File: config.mk
export PLATFORM = sky130hd
export DESIGN_NAME = execute_pipe
export DESIGN_NICKNAME = d
export VERILOG_FILES = /design/src/rtl/execute_pipe.sv
export SDC_FILE = /design/constraint.sdc
export NUM_CORES = 1
export LEC_CHECK = 0
export BUFFER_PORTS_ARGS = -buffer_cell sky130_fd_sc_hd__buf_2
export CORE_MARGIN = 8
export CORE_UTILIZATION = 50
export DETAILED_ROUTE_END_ITERATION = 10
export PLACE_DENSITY_LB_ADDON = 0.05
export REMOVE_ABC_BUFFERS = 1
export SYNTH_ARGS = -nofsm -noshare
export SYNTH_HDL_FRONTEND = slang
export SYNTH_SLANG_ARGS = --single-unit
File: constraint.sdc
create_clock -name clk -period 5.3 [get_ports clk]
set_input_delay 0 -clock clk [delete_from_list [all_inputs] [get_ports clk]]
set_output_delay 0 -clock clk [all_outputs]
set_load 0.005 [all_outputs]
File: src/rtl/execute_pipe.sv
// Multi-cycle execute unit: register file, valid/ready issue, one-cycle ALU ops
// and an iterative restoring divider producing one quotient bit per cycle.
module execute_pipe #(
    parameter int DATA_W = 8,
    parameter int REG_N = 4,
    localparam int ADDR_W = $clog2(REG_N)
) (
    input  logic              clk,
    input  logic              reset,
    input  logic              in_valid,
    output logic              in_ready,
    input  logic [2:0]        op_code,
    input  logic [ADDR_W-1:0] src_addr1,
    input  logic [ADDR_W-1:0] src_addr2,
    input  logic [ADDR_W-1:0] dest_addr,
    input  logic [DATA_W-1:0] imm,
    output logic [DATA_W-1:0] result,
    output logic              out_valid,
    output logic              flag_zero,
    output logic              flag_carry,
    output logic              flag_dz,
    input  logic [ADDR_W-1:0] rd_addr,
    output logic [DATA_W-1:0] rd_data
);
    localparam int CNT_W = $clog2(DATA_W);

    localparam logic [2:0] OP_ADD = 3'b000;
    localparam logic [2:0] OP_SUB = 3'b001;
    localparam logic [2:0] OP_MUL = 3'b010;
    localparam logic [2:0] OP_DIV = 3'b011;
    localparam logic [2:0] OP_REM = 3'b100;
    localparam logic [2:0] OP_AND = 3'b101;
    localparam logic [2:0] OP_XOR = 3'b110;
    localparam logic [2:0] OP_LDI = 3'b111;

    typedef enum logic [1:0] {IDLE, ALU, DIV, DONE} state_t;

    state_t state, next_state;

    logic [DATA_W-1:0] regs [REG_N];
    logic [DATA_W-1:0] a_q, b_q, imm_q;
    logic [2:0]        op_q;
    logic [ADDR_W-1:0] dest_q;
    logic [DATA_W-1:0] quo_q, rem_q;
    logic [CNT_W-1:0]  cnt_q;

    logic              accept, to_div, div_last;
    logic [DATA_W:0]   sum;
    logic [2*DATA_W-1:0] prod;
    logic [DATA_W-1:0] alu_r;
    logic              alu_c, alu_dz;
    logic [DATA_W:0]   rem_shift;
    logic              rem_ge;
    logic [DATA_W-1:0] rem_next, quo_next;
    logic              wb_en, wb_c, wb_dz;
    logic [DATA_W-1:0] wb_data;

    assign in_ready  = !reset && (state == IDLE || state == DONE);
    assign accept    = in_valid && in_ready;
    assign to_div    = (op_code == OP_DIV || op_code == OP_REM) && (regs[src_addr2] != '0);
    assign out_valid = (state == DONE);
    assign rd_data   = regs[rd_addr];
    assign div_last  = (cnt_q == CNT_W'(DATA_W - 1));

    always_ff @(posedge clk) begin
        if (reset) state <= IDLE;
        else       state <= next_state;
    end

    always_comb begin
        next_state = state;
        case (state)
            IDLE, DONE: begin
                if (accept)              next_state = to_div ? DIV : ALU;
                else if (state == DONE)  next_state = IDLE;
            end
            ALU:     next_state = DONE;
            DIV:     if (div_last) next_state = DONE;
            default: next_state = IDLE;
        endcase
    end

    // Only DIV/REM with a zero divisor reach the ALU, so those cases are the dz results
    always_comb begin
        alu_r  = '0;
        alu_c  = 1'b0;
        alu_dz = 1'b0;
        sum    = {1'b0, a_q} + {1'b0, b_q};
        prod   = {{DATA_W{1'b0}}, a_q} * {{DATA_W{1'b0}}, b_q};
        case (op_q)
            OP_ADD: begin alu_r = sum[DATA_W-1:0]; alu_c = sum[DATA_W]; end
            OP_SUB: begin alu_r = a_q - b_q; alu_c = (a_q < b_q); end
            OP_MUL: begin alu_r = prod[DATA_W-1:0]; alu_c = |prod[2*DATA_W-1:DATA_W]; end
            OP_DIV: begin alu_r = '1; alu_dz = 1'b1; end
            OP_REM: begin alu_r = a_q; alu_dz = 1'b1; end
            OP_AND: alu_r = a_q & b_q;
            OP_XOR: alu_r = a_q ^ b_q;
            OP_LDI: alu_r = imm_q;
            default: alu_r = '0;
        endcase
    end

    // Restoring step; the subtraction is exact modulo 2^DATA_W whenever it is taken
    always_comb begin
        rem_shift = {rem_q, quo_q[DATA_W-1]};
        rem_ge    = (rem_shift >= {1'b0, b_q});
        rem_next  = rem_ge ? (rem_shift[DATA_W-1:0] - b_q) : rem_shift[DATA_W-1:0];
        quo_next  = {quo_q[DATA_W-2:0], rem_ge};
    end

    always_comb begin
        wb_en   = 1'b0;
        wb_data = alu_r;
        wb_c    = alu_c;
        wb_dz   = alu_dz;
        if (state == ALU) begin
            wb_en = 1'b1;
        end else if (state == DIV && div_last) begin
            wb_en   = 1'b1;
            wb_data = (op_q == OP_DIV) ? quo_next : rem_next;
            wb_c    = 1'b0;
            wb_dz   = 1'b0;
        end
    end

    always_ff @(posedge clk) begin
        if (reset) begin
            for (int i = 0; i < REG_N; i++) regs[i] <= '0;
            a_q        <= '0;
            b_q        <= '0;
            imm_q      <= '0;
            op_q       <= '0;
            dest_q     <= '0;
            quo_q      <= '0;
            rem_q      <= '0;
            cnt_q      <= '0;
            result     <= '0;
            flag_zero  <= 1'b1;
            flag_carry <= 1'b0;
            flag_dz    <= 1'b0;
        end else begin
            if (accept) begin
                a_q    <= regs[src_addr1];
                b_q    <= regs[src_addr2];
                imm_q  <= imm;
                op_q   <= op_code;
                dest_q <= dest_addr;
                quo_q  <= regs[src_addr1];
                rem_q  <= '0;
                cnt_q  <= '0;
            end else if (state == DIV) begin
                quo_q <= quo_next;
                rem_q <= rem_next;
                cnt_q <= cnt_q + 1'b1;
            end
            if (wb_en) begin
                regs[dest_q] <= wb_data;
                result       <= wb_data;
                flag_zero    <= (wb_data == '0);
                flag_carry   <= wb_c;
                flag_dz      <= wb_dz;
            end
        end
    end
endmodule

After elaboration in Yosys (flattened, before gate mapping)
Memory sizes are Yosys's and may differ from the RTL's.
Index checks and enable logic that the tools add are counted.
{ "totals": {"reg_bits": 61, "mem_bits_rw": 32, "in_bits": 22, "mem_count": 1} }
{ "op_classes": {"addsub": 4, "n_mul": 1, "magnitude_cmp": 2, "n_eq_ne": 15, "mux": 28, "bitwise": 2, "reduce_logical": 18} }
{ "memory_table": {"columns": ["memory", "words", "width", "rd", "rd_ports_with_merged_regs", "wr", "line_no", "text"], "rows": [
  ["regs", 4, 8, 3, 0, 4, "40", "logic [DATA_W-1:0] regs [REG_N];"]
]} }
{ "op_table": {"columns": ["op", "n"], "rows": [
  ["8-bit case mux with 8 select lines", 1],
  ["8-bit two-way mux", 7],
  ["3-bit equality test (second input constant)", 6],
  ["8-bit by 8-bit multiplier with 16-bit output", 1],
  ["8-bit OR reduction", 2],
  ["8-bit subtractor", 2],
  ["1-bit two-way mux", 13],
  ["2-bit two-way mux", 5],
  ["8-bit by 8-bit adder with 9-bit output", 1],
  ["3-bit by 2-bit equality test with 1-bit output (second input constant)", 3],
  ["9-bit by 8-bit greater-or-equal comparator with 1-bit output", 1],
  ["8-bit bitwise AND", 1],
  ["8-bit zero test", 1],
  ["8-bit < comparator", 1],
  ["8-bit nonzero test", 1],
  ["8-bit bitwise XOR", 1],
  ["2-bit case mux with 3 select lines", 1],
  ["2-bit OR reduction", 3],
  ["2-bit equality test (second input constant)", 2],
  ["1-bit logical AND", 4],
  ["3-bit by 1-bit adder with 3-bit output (second input constant)", 1],
  ["3-bit by 1-bit equality test with 1-bit output (second input constant)", 1],
  ["3-bit zero test", 1],
  ["3-bit != test (second input constant)", 1],
  ["8 further kinds", 9]
]} }

Logic depth before layout (Yosys ltp)
Gate-level depths: netlist of the first run.
{ "logic_depth": {"depth_word": 9, "ltp_mapped": 18} }

Worst setup path before layout of the first run
No wires, ideal clock.
{ "synth_path": {"path_type": "reg-to-reg", "from": "register a_q[3], read port of regs", "to": "register flag_carry", "setup_ns": 0.122, "t_arrival_ns": 4.248, "setup_slack_ns": 0.930, "path_stages_with_launch": 18, "period_less_slack_ns": 4.370, "path_cell_list": "dfxtp_1 -> ha_1 -> inv_1 -> fa_1 -> inv_1 -> fa_1 -> inv_1 -> fa_1 -> fa_1 -> inv_1 -> ha_1 -> o21ai_0 -> nor2_1 -> o41ai_1 -> nand3_1 -> o31ai_1 -> nor4bb_1 -> o31ai_1"} }
{ "synth_between": {"elab_chain_len": 5, "elab_cells_between_ends": 7, "classes_between": "add/sub: 1; mul: 1; order compare: 1; mux: 3; reduce/logical: 1"} }
{ "synth_rtl": {"columns": ["element", "line_no", "text"], "rows": [
  ["start, declared", "41", "logic [DATA_W-1:0] a_q, b_q, imm_q;"],
  ["8-bit by 8-bit multiplier with 16-bit output", "89", "prod = {{DATA_W{1'b0}}, a_q} * {{DATA_W{1'b0}}, b_q};"],
  ["8-bit OR reduction", "93", "OP_MUL: begin alu_r = prod[DATA_W-1:0]; alu_c = |prod[2*DATA_W-1:DATA_W]; end"],
  ["1-bit case mux with 3 select lines (*)", "90", "case (op_q)"],
  ["1-bit two-way mux", "118", "end else if (state == DIV && div_last) begin"],
  ["1-bit two-way mux (*)", "116", "if (state == ALU) begin"],
  ["end signal, assigned", "160", "flag_carry <= wb_c;"],
  ["end, declared", "20", "output logic flag_carry,"]
]} }
Every way passes the cells marked *; elsewhere a longest branch is shown, timed or not.
A chain may end at the register's enable or synchronous reset.

Worst setup path after layout of the first run
{ "layout_path": {"from": "register a_q[2], read port of regs", "to": "register flag_carry"} }
The elaborated chain is that of the path after synthesis.

==> metrics, run 1 <==
Reg2Reg Depth=18; Synth Instances=895; crit path max fanout=11; period utilization=91.9%; CP Capture Type=register; WL final=22,600 um; Worst-Skew Late Latency=350 ps; vias=6,608; 1st-pass router iterations=5; WS Path Type=reg -> reg; CTS tree=yes; Worst EP required=5530 ps; worst setup path startpoint=a_q[2]; Synth async-reset ratio=0%; max-slew violations=0; Worst Setup EP=flag_carry; most frequent cells after synthesis=nand2_1, nor2_1, inv_1; Core Region=15,800 um^2; most frequent CP cell=inv_1; Yosys cell types=74; crit-path cells=ha_1, inv_1, fa_1, inv_1, fa_1, ha_1, inv_1, fa_1, inv_1, ha_1, a21o_1, a211oi_1, nor2_1, o41ai_2, nand3_1, o31ai_1, nor4bb_2, o31ai_1; skew final=9.94 ps; FF-to-FF setup slack=430 ps; #FFs+latches synth=93; port bufs=42; Synth-to-Final Area Change=10.3%; Overall Power=3.45 mW; Pwr Density=390 nW/um^2; top post-synthesis cells by area=dfxtp_1, edfxtp_1, ha_1; first-pass GRT wire length=36,600 um; maxcap violations=0; area leader, netlist=dfxtp_1; proportion of layout cells with a drive suffix above 1=13.3%; top cell type's share of synthesized area=15.2%; initial antenna violation count=0; # DRC=0; Iter 0 DRT Violations=370; synth warn=0; CTS buffer count=9; Clk pin slew, worst setup/hold paths=70 ps; sequential share of the synthesized area=27.2%; Peak supply drop=0.249 mV; Avg WL per Cell=19.7 um; initial core utilization=50.9%; vias in the first global route=6,791; hold_ws=218 ps; stages on the worst setup path=18; number of synthesized flops with an enable pin=32; Final Hold Viols=0; RSZ-0062 raised after global routing=false; ant diodes=0; Critical path buffers and inverters=4; mapped cell area=8030 um^2; die area=20,400 um^2; worst path arrival time=5100 ps; Worst path max stage delay=530 ps; worst min path class=in -> reg; Clock Tree Buf Depth=2; top-count cell post-synth=nand2_1; type of origin of the critical path=register; fin util=56.1%; capturing point of the worst reg2reg path=flag_carry; Max-slew headroom=25.8%; gr usage total=23.3%; I/O pin total=43; crit-path leading delay family=adder cells; Sequential Area=2180 um^2; gr ovfl total=0; FF-to-FF Start=a_q[2]; H-tree depth=3; HPWL Detailed=17,700 um; fmax=205 MHz; DIE WIDTH=143 um; Slowest-stage cell, CP=dfxtp_1; Avg Vias per Cell=5.75; Nets=1,055; Avg Cell Area, Syn=8.97 um^2; crit path time final=4870 ps; Multi-input gate area=5320 um^2; routability cong.=0.953; largest net degree at the start of global routing=57; Fin Setup TNS=0 ps; cell row count=46; clock root cell=clkbuf_16; post-route ant nets=0; status=completed; setup violators final=0; height of the die=143 um; measured slew at the worst slew-check pin=1110 ps; Leak=3.72 nW; Main synth FF type=dfxtp_1; clk sinks=93; Fill cells=1,484
## registers in the layout, indices dropped and copies added (netlist names)
register,flops
regs,32
a_q,8
b_q,8
imm_q,8
quo_q,8
rem_q,8
result,8
cnt_q,3
op_q,3
dest_q,2
state,2
flag_carry,1
flag_dz,1
flag_zero,1
## how the worst min path moves through the flow
| stage | start | end | slack [ps] | depth (start not counted) |
|---|---|---|---|---|
| after global routing | reset | result[0] | 250 | 3 |
| after detailed placement | imm[2] | imm_q[2] | 200 | 3 |
| after CTS | reset | result[0] | 230 | 3 |
| after global placement | imm[3] | imm_q[3] | 190 | 3 |
| after floorplan | reset | in_ready | 40 | 1 |
| final | reset | result[0] | 220 | 3 |
## report_power, final
| part | internal, mW | total [mW] | leakage (nW) | switching [mW] |
|---|---|---|---|---|
| logic | 0.702 | 1.77 | 2.74 | 1.06 |
| registers | 0.870 | 1.03 | 0.830 | 0.163 |
| clock network | 0.353 | 0.655 | 0.146 | 0.302 |
## tightest hold or removal path, cell delays in order
cell and delay [ps]:
buf_2 100, buf_4 280, nor2_1 150
## routing by layer
metal	GRT usage, %	wire length, um
met1	28.9	9820
met4	8.33	633
met5	0	0
met3	3.77	1230
met2	40.0	10900
## metrics by stage
step	std cells	cell area (um^2)	worst slack, ps
finish	1150	8850	430
global route	1150	8850	59.1
CTS	1150	8830	245
detailed placement	1120	8400	282
global placement	1120	8400	533
floorplan	852	7840	930
## cells in the final DEF, fill, tap and decap left out, types with 6 or more instances in the layout
cell type      Yosys  routed
nand2_1          101     101
nor3_1            12      12
ha_1              65      65
and2_1            20      19
nor2b_1           13      13
dfxtp_1           61      61
fa_1              39      39
a211oi_1          14      14
mux2_2             8       8
xnor2_1            9       9
edfxtp_1          32      32
o21ai_0           55      55
a221oi_1           6       6
or2_2              6       6
a21oi_1           42      42
inv_1             95      95
mux4_2            26      26
dlygate4sd3_1      0      14
buf_2             10      42
buf_4              0      10
mux2i_1           20      20
nand2b_1          29      29
o31ai_1           14      14
nor2_1            97      97
xor2_1             6       6
clkbuf_16          0      10
o211ai_1           7       7
## final cells by class
cell class              count  area share [%]
multi-input cells         664            60.1
flip-flops and latches     93            24.7
repair buffers             66            4.81
inverters                  95            4.03
well taps                 216            3.05
clock buffers              11            2.87
clock inverters             5           0.452
## cells by family (layout without fill, tap and decap cells)
family / after synthesis / count (layout) / synth area share [%]
AO/OA/AOI/OAI: 186 / 186 / 15.9
multiplexers: 54 / 54 / 10.9
adder cells (fa/ha/maj): 104 / 104 / 19.9
flip-flops: 93 / 93 / 27.2
AND/OR/NAND/NOR: 305 / 305 / 17.7
buffers and inverters: 138 / 177 / 6.70
XOR/XNOR: 15 / 15 / 1.64
## repair_timing
item                                    4_1_cts  5_1_grt
hold buffers                                 14        0
resized for setup                             0        2
endpoints found under the setup margin        0        1
hold endpoints to repair                     14        0
buffers inserted                              0        0
Note: power is estimated with default switching activity, not from simulation.
==> inputs of run 2 (changes only) <==
Clock period 5.3 ns to 5.4 ns, I/O delays scaled along.
==> run 2 against run 1 <==
Compared with the run above: clock-buffer cell count is the same; largest power group unchanged; setup slack improved by 99 ps; critical endpoint unchanged; global-route usage grew 0.16 points; fmax about the same; total power shrank 1.3%; non-clock buffer count stayed put; worst hold slack improved by 0.52 ps.
==> metrics, run 2 (synthesis results as in run 1) <==
status=completed; DRT met1 WL=9750 um; Worst EP required=5630 ps; Clk pin slew, worst setup/hold paths=70 ps; WL final=22,500 um; worst min path class=in -> reg; maxcap violations=0; most flop-heavy register=regs; HPWL Detailed=17,700 um; post-place setup slack=433 ps; Synth-to-Final Area Change=10.3%; clock root cell=clkbuf_16; height of the die=143 um; Iter 0 DRT Violations=453; gr ovfl total=0; Core Region=15,800 um^2; fin cells=1,150; Pwr Density=385 nW/um^2; vias in the first global route=6,775; # DRC=0; largest net degree at the start of global routing=57; H-tree depth=3; Leak=3.72 nW; setup violators final=0; measured slew at the worst slew-check pin=961 ps; DIE WIDTH=143 um; Fin Setup TNS=0 ps; cell row count=46; initial antenna violation count=0; placed cells=1,120; clk sinks=93; Int Power=1.91 mW; I/O pin total=43; Avg WL per Cell=19.6 um; worst path arrival time=5100 ps; CTS buffer count=9; switching share of power=44.1%; RSZ-0062 raised after global routing=false; DR top layer=met4; type of origin of the critical path=register; met3 routed WL=1190 um; CP Capture Type=register; routability cong.=0.949; Final Hold Viols=0; crit path max fanout=11; Met2 Wirelength=11,000 um; 1st-pass router iterations=5; gr usage total=23.4%; sequential share of power=29.5%; commonest cells after routing, fill and taps aside=nand2_1, nor2_1, inv_1; Nets=1,055; Avg Vias per Cell=5.88; final worst slack=530 ps; max FFs per register=32; die area=20,400 um^2; max-slew violations=0; proportion of layout cells with a drive suffix above 1=13.1%; Overall Power=3.41 mW; WS Path Type=reg -> reg; NetSw=1.50 mW; crit path time final=4870 ps; skew final=7.92 ps; post-route ant nets=0; fin util=56.1%; most common cell after layout, fill and taps aside=nand2_1; Clock Tree Buf Depth=2; CTS tree=yes; Max-slew headroom=35.9%; initial core utilization=50.9%; combinational fraction of design power=51.1%; period utilization=90.2%; vias=6,760; Peak supply drop=0.237 mV; fmax=205 MHz; ant diodes=0; Worst-Skew Late Latency=350 ps; first-pass GRT wire length=37,000 um; port bufs=42; Clk pwr share=19.4%; FF-to-FF setup slack=530 ps
## run 2: cell count changes in the layout (fill, tap and decap cells not counted), sizes merged
cell    delta
clkinv     -2
bufinv     +1
inv        +1
## run 2: area by class of cell
| class | count | area (um^2) |
|---|---|---|
| clock buffer | 11 | 233 |
| clock inverter | 5 | 67.6 |
| fill | 1500 | 6920 |
| inverter | 95 | 357 |
| multi-input combinational | 664 | 5310 |
| sequential | 93 | 2180 |
| tap | 216 | 270 |
| timing repair buffer | 66 | 425 |
## run 2: what timing repair did
action | CTS | global route
resized for setup | 0 | 1
hold buffers | 14 | 0
setup buffers | 0 | 0
endpoints found under the hold margin | 14 | 0
endpoints found under the setup margin | 0 | 1
## run 2: stage by stage
| step | cell area [um^2] | hold slack (ps) |
|---|---|---|
| after floorplan | 7840 | 42.1 |
| after CTS | 8840 | 211 |
| after detailed placement | 8400 | 197 |
| after global routing | 8850 | 248 |
| after global placement | 8400 | 193 |
| final | 8850 | 219 |
## run 2: path summary, 6_finish.rpt
check	cells past startpoint	end	startpoint
hold reg to reg	2	flag_dz	flag_dz
setup / recovery	18	flag_carry	a_q[2]
setup reg to reg	18	flag_carry	a_q[2]
hold / removal	4	b_q[0]	src_addr2[1]
## run 2: worst max-delay path: stages (launching register included)
cell      delay, ps
dfxtp_1         540
ha_1            300
inv_1            90
fa_1            420
inv_1            90
fa_1            390
ha_1            290
inv_1            50
fa_1            530
inv_1            40
ha_1            320
a21o_1          210
a211oi_1        270
nor2_1          110
o41ai_2         370
nand3_1         140
o31ai_1          90
nor4bb_1        410
o31ai_1         100
## run 2: routing by layer
layer,global-route usage [%],vias up
met3,2.97,34
li1,-,3188
met1,29.3,3339
met4,9.56,0
met2,40.1,199
met5,0,-
## run 2: power by group through the flow
stage / logic (mW) / clock network [mW] / registers (mW)
5_1_grt: 1.91 / 0.698 / 1.03
2_1_floorplan: 1.19 / 0 / 0.978
3_3_place_gp: 1.70 / 0 / 1.01
3_5_place_dp: 1.71 / 0 / 1.02
6_report: 1.74 / 0.661 / 1.01
4_1_cts: 1.73 / 0.671 / 1.00
